==> src/rtl/sound_sequencer_pkg.sv <==
// Shared types, melody table and helpers for the Pacman sound sequencer.
package sound_pkg;

  typedef struct packed {
    logic [1:0] note;
    logic       rest;
    logic [3:0] dur;
  } step_t;

  typedef enum logic [1:0] {
    IDLE,
    PLAY,
    GAP
  } state_t;

  localparam logic [1:0] SND_DEATH = 2'd0;
  localparam logic [1:0] SND_GHOST = 2'd1;
  localparam logic [1:0] SND_DOT   = 2'd2;
  localparam logic [1:0] SND_START = 2'd3;

  // Indexed [requester][step]
  localparam step_t MELODY_ROM [4][4] = '{
    '{'{2'd3, 1'b0, 4'd4}, '{2'd2, 1'b0, 4'd4}, '{2'd1, 1'b0, 4'd4}, '{2'd0, 1'b0, 4'd8}},
    '{'{2'd0, 1'b0, 4'd2}, '{2'd1, 1'b0, 4'd2}, '{2'd0, 1'b0, 4'd2}, '{2'd1, 1'b0, 4'd2}},
    '{'{2'd0, 1'b0, 4'd1}, '{2'd0, 1'b1, 4'd1}, '{2'd0, 1'b0, 4'd1}, '{2'd0, 1'b1, 4'd1}},
    '{'{2'd2, 1'b0, 4'd3}, '{2'd2, 1'b0, 4'd3}, '{2'd1, 1'b0, 4'd3}, '{2'd0, 1'b0, 4'd6}}
  };

  // Index of the lowest set bit, i.e. the highest-priority requester.
  function automatic logic [1:0] lowest_set(input logic [3:0] v);
    lowest_set = 2'd3;
    for (int i = 3; i >= 0; i--) begin
      if (v[i]) lowest_set = 2'(i);
    end
  endfunction

endpackage

==> src/rtl/sound_sequencer_if.sv <==
// Request/tone bus between game logic (master) and the sound sequencer (slave).
interface sound_sequencer_if;
  logic [3:0] req;
  logic [1:0] num;
  logic       pressed;
  logic       busy;
  logic [1:0] active_id;
  logic       done;

  modport master (output req, input num, pressed, busy, active_id, done);
  modport slave  (input req, output num, pressed, busy, active_id, done);
endinterface

==> src/rtl/sound_sequencer_tick_gen.sv <==
// Duration prescaler: one-cycle tick every TICK_DIV cycles, restarted by clear.
module sound_tick_gen #(
  parameter int unsigned TICK_DIV = 1_000_000
) (
  input  logic clk,
  input  logic rst,
  input  logic clear,
  output logic tick
);
  localparam int unsigned CntW = (TICK_DIV > 1) ? $clog2(TICK_DIV) : 1;

  logic [CntW-1:0] r_cnt;

  assign tick = (r_cnt == CntW'(TICK_DIV - 1));

  always_ff @(posedge clk or posedge rst) begin
    if (rst) begin
      r_cnt <= '0;
    end else if (clear || tick) begin
      r_cnt <= '0;
    end else begin
      r_cnt <= r_cnt + CntW'(1);
    end
  end
endmodule

==> src/rtl/sound_sequencer.sv <==
// Fixed-priority sound request arbiter that plays a short melody into the tone datapath.
module sound_sequencer
  import sound_pkg::*;
#(
  parameter int unsigned TICK_DIV = 1_000_000,
  parameter int unsigned NREQ     = 4,
  parameter int unsigned STEPS    = 4
) (
  input logic               clk,
  input logic               rst,
  sound_sequencer_if.slave  bus
);
  localparam int unsigned StepW = $clog2(STEPS);

  state_t            r_state, w_state_d;
  logic [NREQ-1:0]   r_pending, w_pending_d, w_grant_mask, w_higher;
  logic [1:0]        r_active, w_active_d, w_grant_id;
  logic [StepW-1:0]  r_step, w_step_d;
  logic [3:0]        r_dur_cnt, w_dur_cnt_d, w_dur_eff;
  logic [1:0]        r_num, w_num_d;
  logic              r_pressed, w_pressed_d, r_busy, w_busy_d, r_done, w_done_d;
  logic              w_tick, w_start, w_clear;
  step_t             w_cur, w_nxt;

  // Counter restarts on every melody start and stays parked while idle.
  assign w_clear = w_start || (r_state == IDLE);

  sound_tick_gen #(
    .TICK_DIV(TICK_DIV)
  ) u_tick_gen (
    .clk  (clk),
    .rst  (rst),
    .clear(w_clear),
    .tick (w_tick)
  );

  always_comb begin
    w_grant_id   = lowest_set(r_pending);
    w_higher     = (NREQ'(1) << r_active) - NREQ'(1);
    w_start      = (r_state == IDLE) ? |r_pending : |(r_pending & w_higher);
    w_cur        = MELODY_ROM[r_active][r_step];
    w_dur_eff    = (w_cur.dur == 4'd0) ? 4'd1 : w_cur.dur;
    w_nxt        = w_cur;
    w_state_d    = r_state;
    w_active_d   = r_active;
    w_step_d     = r_step;
    w_dur_cnt_d  = r_dur_cnt;
    w_num_d      = r_num;
    w_pressed_d  = r_pressed;
    w_busy_d     = r_busy;
    w_done_d     = 1'b0;
    w_grant_mask = '0;

    if (w_start) begin
      w_state_d                = PLAY;
      w_active_d               = w_grant_id;
      w_step_d                 = '0;
      w_dur_cnt_d              = '0;
      w_busy_d                 = 1'b1;
      w_grant_mask[w_grant_id] = 1'b1;
    end else begin
      unique case (r_state)
        PLAY: begin
          if (w_tick) begin
            if ({1'b0, r_dur_cnt} + 5'd1 >= {1'b0, w_dur_eff}) begin
              w_state_d   = GAP;
              w_dur_cnt_d = '0;
            end else begin
              w_dur_cnt_d = r_dur_cnt + 4'd1;
            end
          end
        end
        GAP: begin
          if (w_tick) begin
            if (r_step == StepW'(STEPS - 1)) begin
              w_state_d = IDLE;
              w_busy_d  = 1'b0;
              w_done_d  = 1'b1;
            end else begin
              w_state_d = PLAY;
              w_step_d  = r_step + StepW'(1);
            end
          end
        end
        default: ;
      endcase
    end

    // Outputs are registered from the next state so they align with it.
    if (w_state_d == PLAY) begin
      w_nxt       = MELODY_ROM[w_active_d][w_step_d];
      w_num_d     = w_nxt.note;
      w_pressed_d = ~w_nxt.rest;
    end else begin
      w_pressed_d = 1'b0;
    end

    // A new request in the grant cycle survives the clear.
    w_pending_d = (r_pending & ~w_grant_mask) | bus.req;
  end

  always_ff @(posedge clk or posedge rst) begin
    if (rst) begin
      r_state   <= IDLE;
      r_pending <= '0;
      r_active  <= '0;
      r_step    <= '0;
      r_dur_cnt <= '0;
      r_num     <= '0;
      r_pressed <= 1'b0;
      r_busy    <= 1'b0;
      r_done    <= 1'b0;
    end else begin
      r_state   <= w_state_d;
      r_pending <= w_pending_d;
      r_active  <= w_active_d;
      r_step    <= w_step_d;
      r_dur_cnt <= w_dur_cnt_d;
      r_num     <= w_num_d;
      r_pressed <= w_pressed_d;
      r_busy    <= w_busy_d;
      r_done    <= w_done_d;
    end
  end

  assign bus.num       = r_num;
  assign bus.pressed   = r_pressed;
  assign bus.busy      = r_busy;
  assign bus.active_id = r_active;
  assign bus.done      = r_done;
endmodule

==> src/flat_wrapper.sv <==
// flat-port wrapper written by rule: the top's interface ports become plain ports
module sound_sequencer_flat import sound_pkg::*;
#(
  parameter int unsigned TICK_DIV = 1_000_000,
  parameter int unsigned NREQ     = 4,
  parameter int unsigned STEPS    = 4
)
  (clk, rst, bus_req, bus_num, bus_pressed, bus_busy, bus_active_id, bus_done);
  sound_sequencer_if bus_i ();
  input logic clk;
  input logic rst;
  input wire logic [$bits(bus_i.req)-1:0] bus_req;
  output wire logic [$bits(bus_i.num)-1:0] bus_num;
  output wire logic [$bits(bus_i.pressed)-1:0] bus_pressed;
  output wire logic [$bits(bus_i.busy)-1:0] bus_busy;
  output wire logic [$bits(bus_i.active_id)-1:0] bus_active_id;
  output wire logic [$bits(bus_i.done)-1:0] bus_done;
  assign bus_i.req = bus_req;
  assign bus_num = bus_i.num;
  assign bus_pressed = bus_i.pressed;
  assign bus_busy = bus_i.busy;
  assign bus_active_id = bus_i.active_id;
  assign bus_done = bus_i.done;
  sound_sequencer #(.TICK_DIV(TICK_DIV), .NREQ(NREQ), .STEPS(STEPS)) u_core (.clk(clk), .rst(rst), .bus(bus_i));
endmodule
==> config.mk <==
export PLATFORM = sky130hd
export DESIGN_NAME = sound_sequencer_flat
export DESIGN_NICKNAME = d
export VERILOG_FILES = /design/src/rtl/sound_sequencer_pkg.sv /design/src/rtl/sound_sequencer_if.sv /design/src/rtl/sound_sequencer_tick_gen.sv /design/src/rtl/sound_sequencer.sv /design/src/flat_wrapper.sv
export SDC_FILE = /design/constraint.sdc
export NUM_CORES = 1
export LEC_CHECK = 0
export ABC_AREA = 1
export CAP_MARGIN = 20
export CORE_MARGIN = 2
export CORE_UTILIZATION = 56
export CTS_BUF_LIST = sky130_fd_sc_hd__clkbuf_4 sky130_fd_sc_hd__clkbuf_8
export CTS_CLUSTER_DIAMETER = 100
export DETAILED_ROUTE_END_ITERATION = 16
export PLACE_DENSITY = 0.82
export SETUP_SLACK_MARGIN = 0.05
export SLEW_MARGIN = 20
export SYNTH_ARGS = -nofsm -noshare
export SYNTH_HDL_FRONTEND = slang
export SYNTH_SLANG_ARGS = --single-unit
==> constraint.sdc <==
create_clock -name clk -period 2.35 [get_ports clk]
set_input_delay 0.3525 -clock clk [delete_from_list [all_inputs] [get_ports clk]]
set_output_delay 0.3525 -clock clk [all_outputs]
set_load 0.02 [all_outputs]
==> results.yml <==
routing:
  antenna_left: 0
  vias_per_cell: 5.20
  drt_iter0_drc: 74
  drt-pass1-iter-count: 4
  wl_mm: 4.60
  drc: 0
  via_count: 1830
  wl_per_cell_um: 13.1
synthesis:
  seq_area_frac_synth: 0.415
  synth_edf_count: 0
  synth_common_cells: "46 x nand2_1, 45 x inv_1, 39 x dfrtp_1"
  yosysWarnings: 0
  ys_ff_latch: 39
  ys_dominant_reg_cell: "dfrtp_1"
  synth.distinct_cells: 38
  netlist.area_leader.share: 0.415
  yosysMostFrequentCell: "nand2_1"
  mappedNetlistArea_um2: 2350
  syn-num-nets: 294
  ys_top_cells_by_area: "dfrtp_1 41%, nand2_1 7.3%, inv_1 7.2%, ha_1 6.4%, nor2_1 3.8%"
  syn_avg_cell_area_um2: 8.53
  syn_inst: 276
  yosys.area.top_type: "dfrtp_1"
  synthArstFlopShare: 1.00
timing:
  relSlewSlack: 0.664
  tightest_slew_ns: 0.503
  rsz0062_at_grt: "no"
  hold_viol: 0
  setup_viol: 0
  fin_hold_ws_ns: 0.479
  clock_skew_ns: 0.00745
  fmax_ghz: 0.466
  slew_violations: 0
  period_share: 0.912
  fin_ws_ns: 0.206
  tns_ns: 0
  fin_crit_ns: 2.14
setup_path:
  critPathMaxStageDelay_ns: 0.41
  rr_startpoint: "u_core.r_pending[1]"
  path_common_cell: "nand2_1"
  path_delay_family: "simple AND/OR/NAND/NOR gates"
  worstPathMaxFanout: 9
  critical_path.slowest_cell: "dfrtp_1"
  cp-startpoint: "u_core.r_pending[1]"
  crit_arrival_ns: 2.33
  end_kind: "register"
  cp.required_ns: 2.53
  path_cells: "nor2_2 > nand2_1 > o21ai_2 > nand2_4 > buf_4 > nand2_1 > inv_1 > a21oi_2 > inv_1 > ha_1 > nand3_1 > nand3_1 > nand2_1 > o21ai_2"
  startpoint_type: "register"
  worst-path-buf-inv: 3
  path_class: "reg -> reg"
power:
  power_density_nw_per_um2: 493
  switching_share: 0.177
  power_mw: 1.36
  p_comb_frac: 0.017
  total_leakage_power_nw: 1.38
  switching_power_uw: 240
  clkPwrFrac: 0.488
  p_int_mw: 1.12
  ir_drop_v: 0.000312
  seqPwrFrac: 0.495
die:
  fp.coreArea_um2: 4030
  die_w_um: 68.8
  die_h_um: 68.8
  start_util: 0.584
  io_pins: 13
  dieArea_um2: 4740
  core.rowCount: 23
finish:
  diodes: 0
  fin_nets: 319
  instances_no_fill: 352
  area_delta_synth_final_pct: 16.9
  utilization: 0.683
  fin_area_um2: 2750
  drive_gt1_frac: 0.215
placement:
  port_buffers: 12
  dp_worst_setup_slack_ns: 0.0142
  placed_cells: 339
  gp_congestion: 0.862
  dpl-instance-area_um2: 2540
  hpwlAfterDp_mm: 3.25
clock_tree:
  htreeDepth: 2
  clockRootBuffer: "clkbuf_8"
  clock_sinks: 39
  cts_made_buffers: 5
  cts_buffer_depth: 2
  worstSkewPairLatency_ns: 0.29
  clk_pin_slew_worst_paths_ns: 0.07
  hold_buffers: 0
  cts_tree: "done"
global_routing:
  grt-ovfl-total: 0
  antenna_found_initial: 0
  grt_max_degree: 40
  grt_pass1_vias: 1738
  grt_pass1_wl_mm: 7.68
  grt_usage: 0.222
status:
  status: "finished clean"
run:
  maxCapViolCount: 0
hold_path:
  hp-class: "in -> async"
worst register-to-register path: stages, from the launching register on:
cell and delay, ns:
dfrtp_1 0.41, nor2_2 0.16, nand2_1 0.10, o21ai_2 0.16, nand2_4 0.08, buf_4 0.17, nand2_1 0.07, inv_1 0.06
a21oi_2 0.16, inv_1 0.08, ha_1 0.31, nand3_1 0.08, nand3_1 0.07, nand2_1 0.08, o21ai_2 0.05
power by group through the flow:
stage	Sequential, mW	Clock, mW	Combinational (mW)
global placement	0.684	0	0.0240
floorplan	0.684	0	0.0110
finish	0.671	0.662	0.0232
global route	0.670	0.706	0.0279
detailed placement	0.684	0	0.0243
CTS	0.670	0.676	0.0244
kinds of logic (layout without fill, tap and decap cells):
family | count (synthesis) | after routing | synth area share
buffers and inverters | 50 | 76 | 0.0845
AO/OA/AOI/OAI | 34 | 34 | 0.0930
adder cells (fa/ha/maj) | 12 | 12 | 0.0638
AND/OR/NAND/NOR | 133 | 133 | 0.314
flip-flops | 39 | 39 | 0.415
XOR/XNOR | 8 | 8 | 0.0298
path summary, 6_finish.rpt:
| path | slack (ns) | cells past startpoint | to |
|---|---|---|---|
| worst max register to register | 0.21 | 14 | u_core.bus.num[0] |
| max in group asynchronous | 1.51 | 3 | u_core.u_tick_gen.r_cnt[4] |
| worst max-delay path | 0.21 | 14 | u_core.bus.num[0] |
| min in group clk | 0.48 | 1 | u_core.u_tick_gen.r_cnt[0] |
| worst min-delay path | 0.48 | 3 | u_core.r_dur_cnt[1] |
| worst min register to register | 0.48 | 1 | u_core.u_tick_gen.r_cnt[0] |
cell type report:
| type | instances | area (um^2) |
|---|---|---|
| clock buffer | 6 | 76.3 |
| clock inverter | 2 | 60.1 |
| fill | 309 | 1280 |
| inverter | 48 | 183 |
| multi-input combinational | 187 | 1210 |
| sequential | 39 | 976 |
| tap | 50 | 62.6 |
| timing repair buffer | 20 | 180 |
flip-flops by register name, indices dropped and copies added, names as in the netlist:
signal	cells
u_core.r_state	2
u_core.bus.done	1
u_core.bus.busy	1
u_core.r_step	2
u_core.u_tick_gen.r_cnt	20
u_core.bus.pressed	1
u_core.bus.num	2
u_core.bus.active_id	2
u_core.r_dur_cnt	4
u_core.r_pending	4
cells in the final DEF, fill, tap and decap left out, drive strengths merged, types with 2 or more instances in the layout:
cell            n
o21bai          4
a211oi          2
xor2            6
nand3          20
o21ai          13
nor3b           3
ha             12
a21oi          12
nand4           6
buf             8
nand3b          2
clkdlybuf4s50  12
inv            48
bufinv          2
nor2           36
xnor2           2
clkbuf          6
dfrtp          39
nand2          56
nor3            8
metal layers:
metal,vias to the layer above,wire length (um),global-route usage,share of wire
li1,928,-,-,-
met1,849,2130,0.293,0.46
met4,0,122,0.0931,0.027
met2,38,2190,0.353,0.48
met3,15,164,0.0503,0.036
met5,-,0,0,0
repair_timing:
action,in CTS,in global routing
setup buffers,1,4
resized for setup,2,10
hold endpoints to repair,0,0
setup endpoints to repair,1,3
Power figures use the tool's default switching activity.
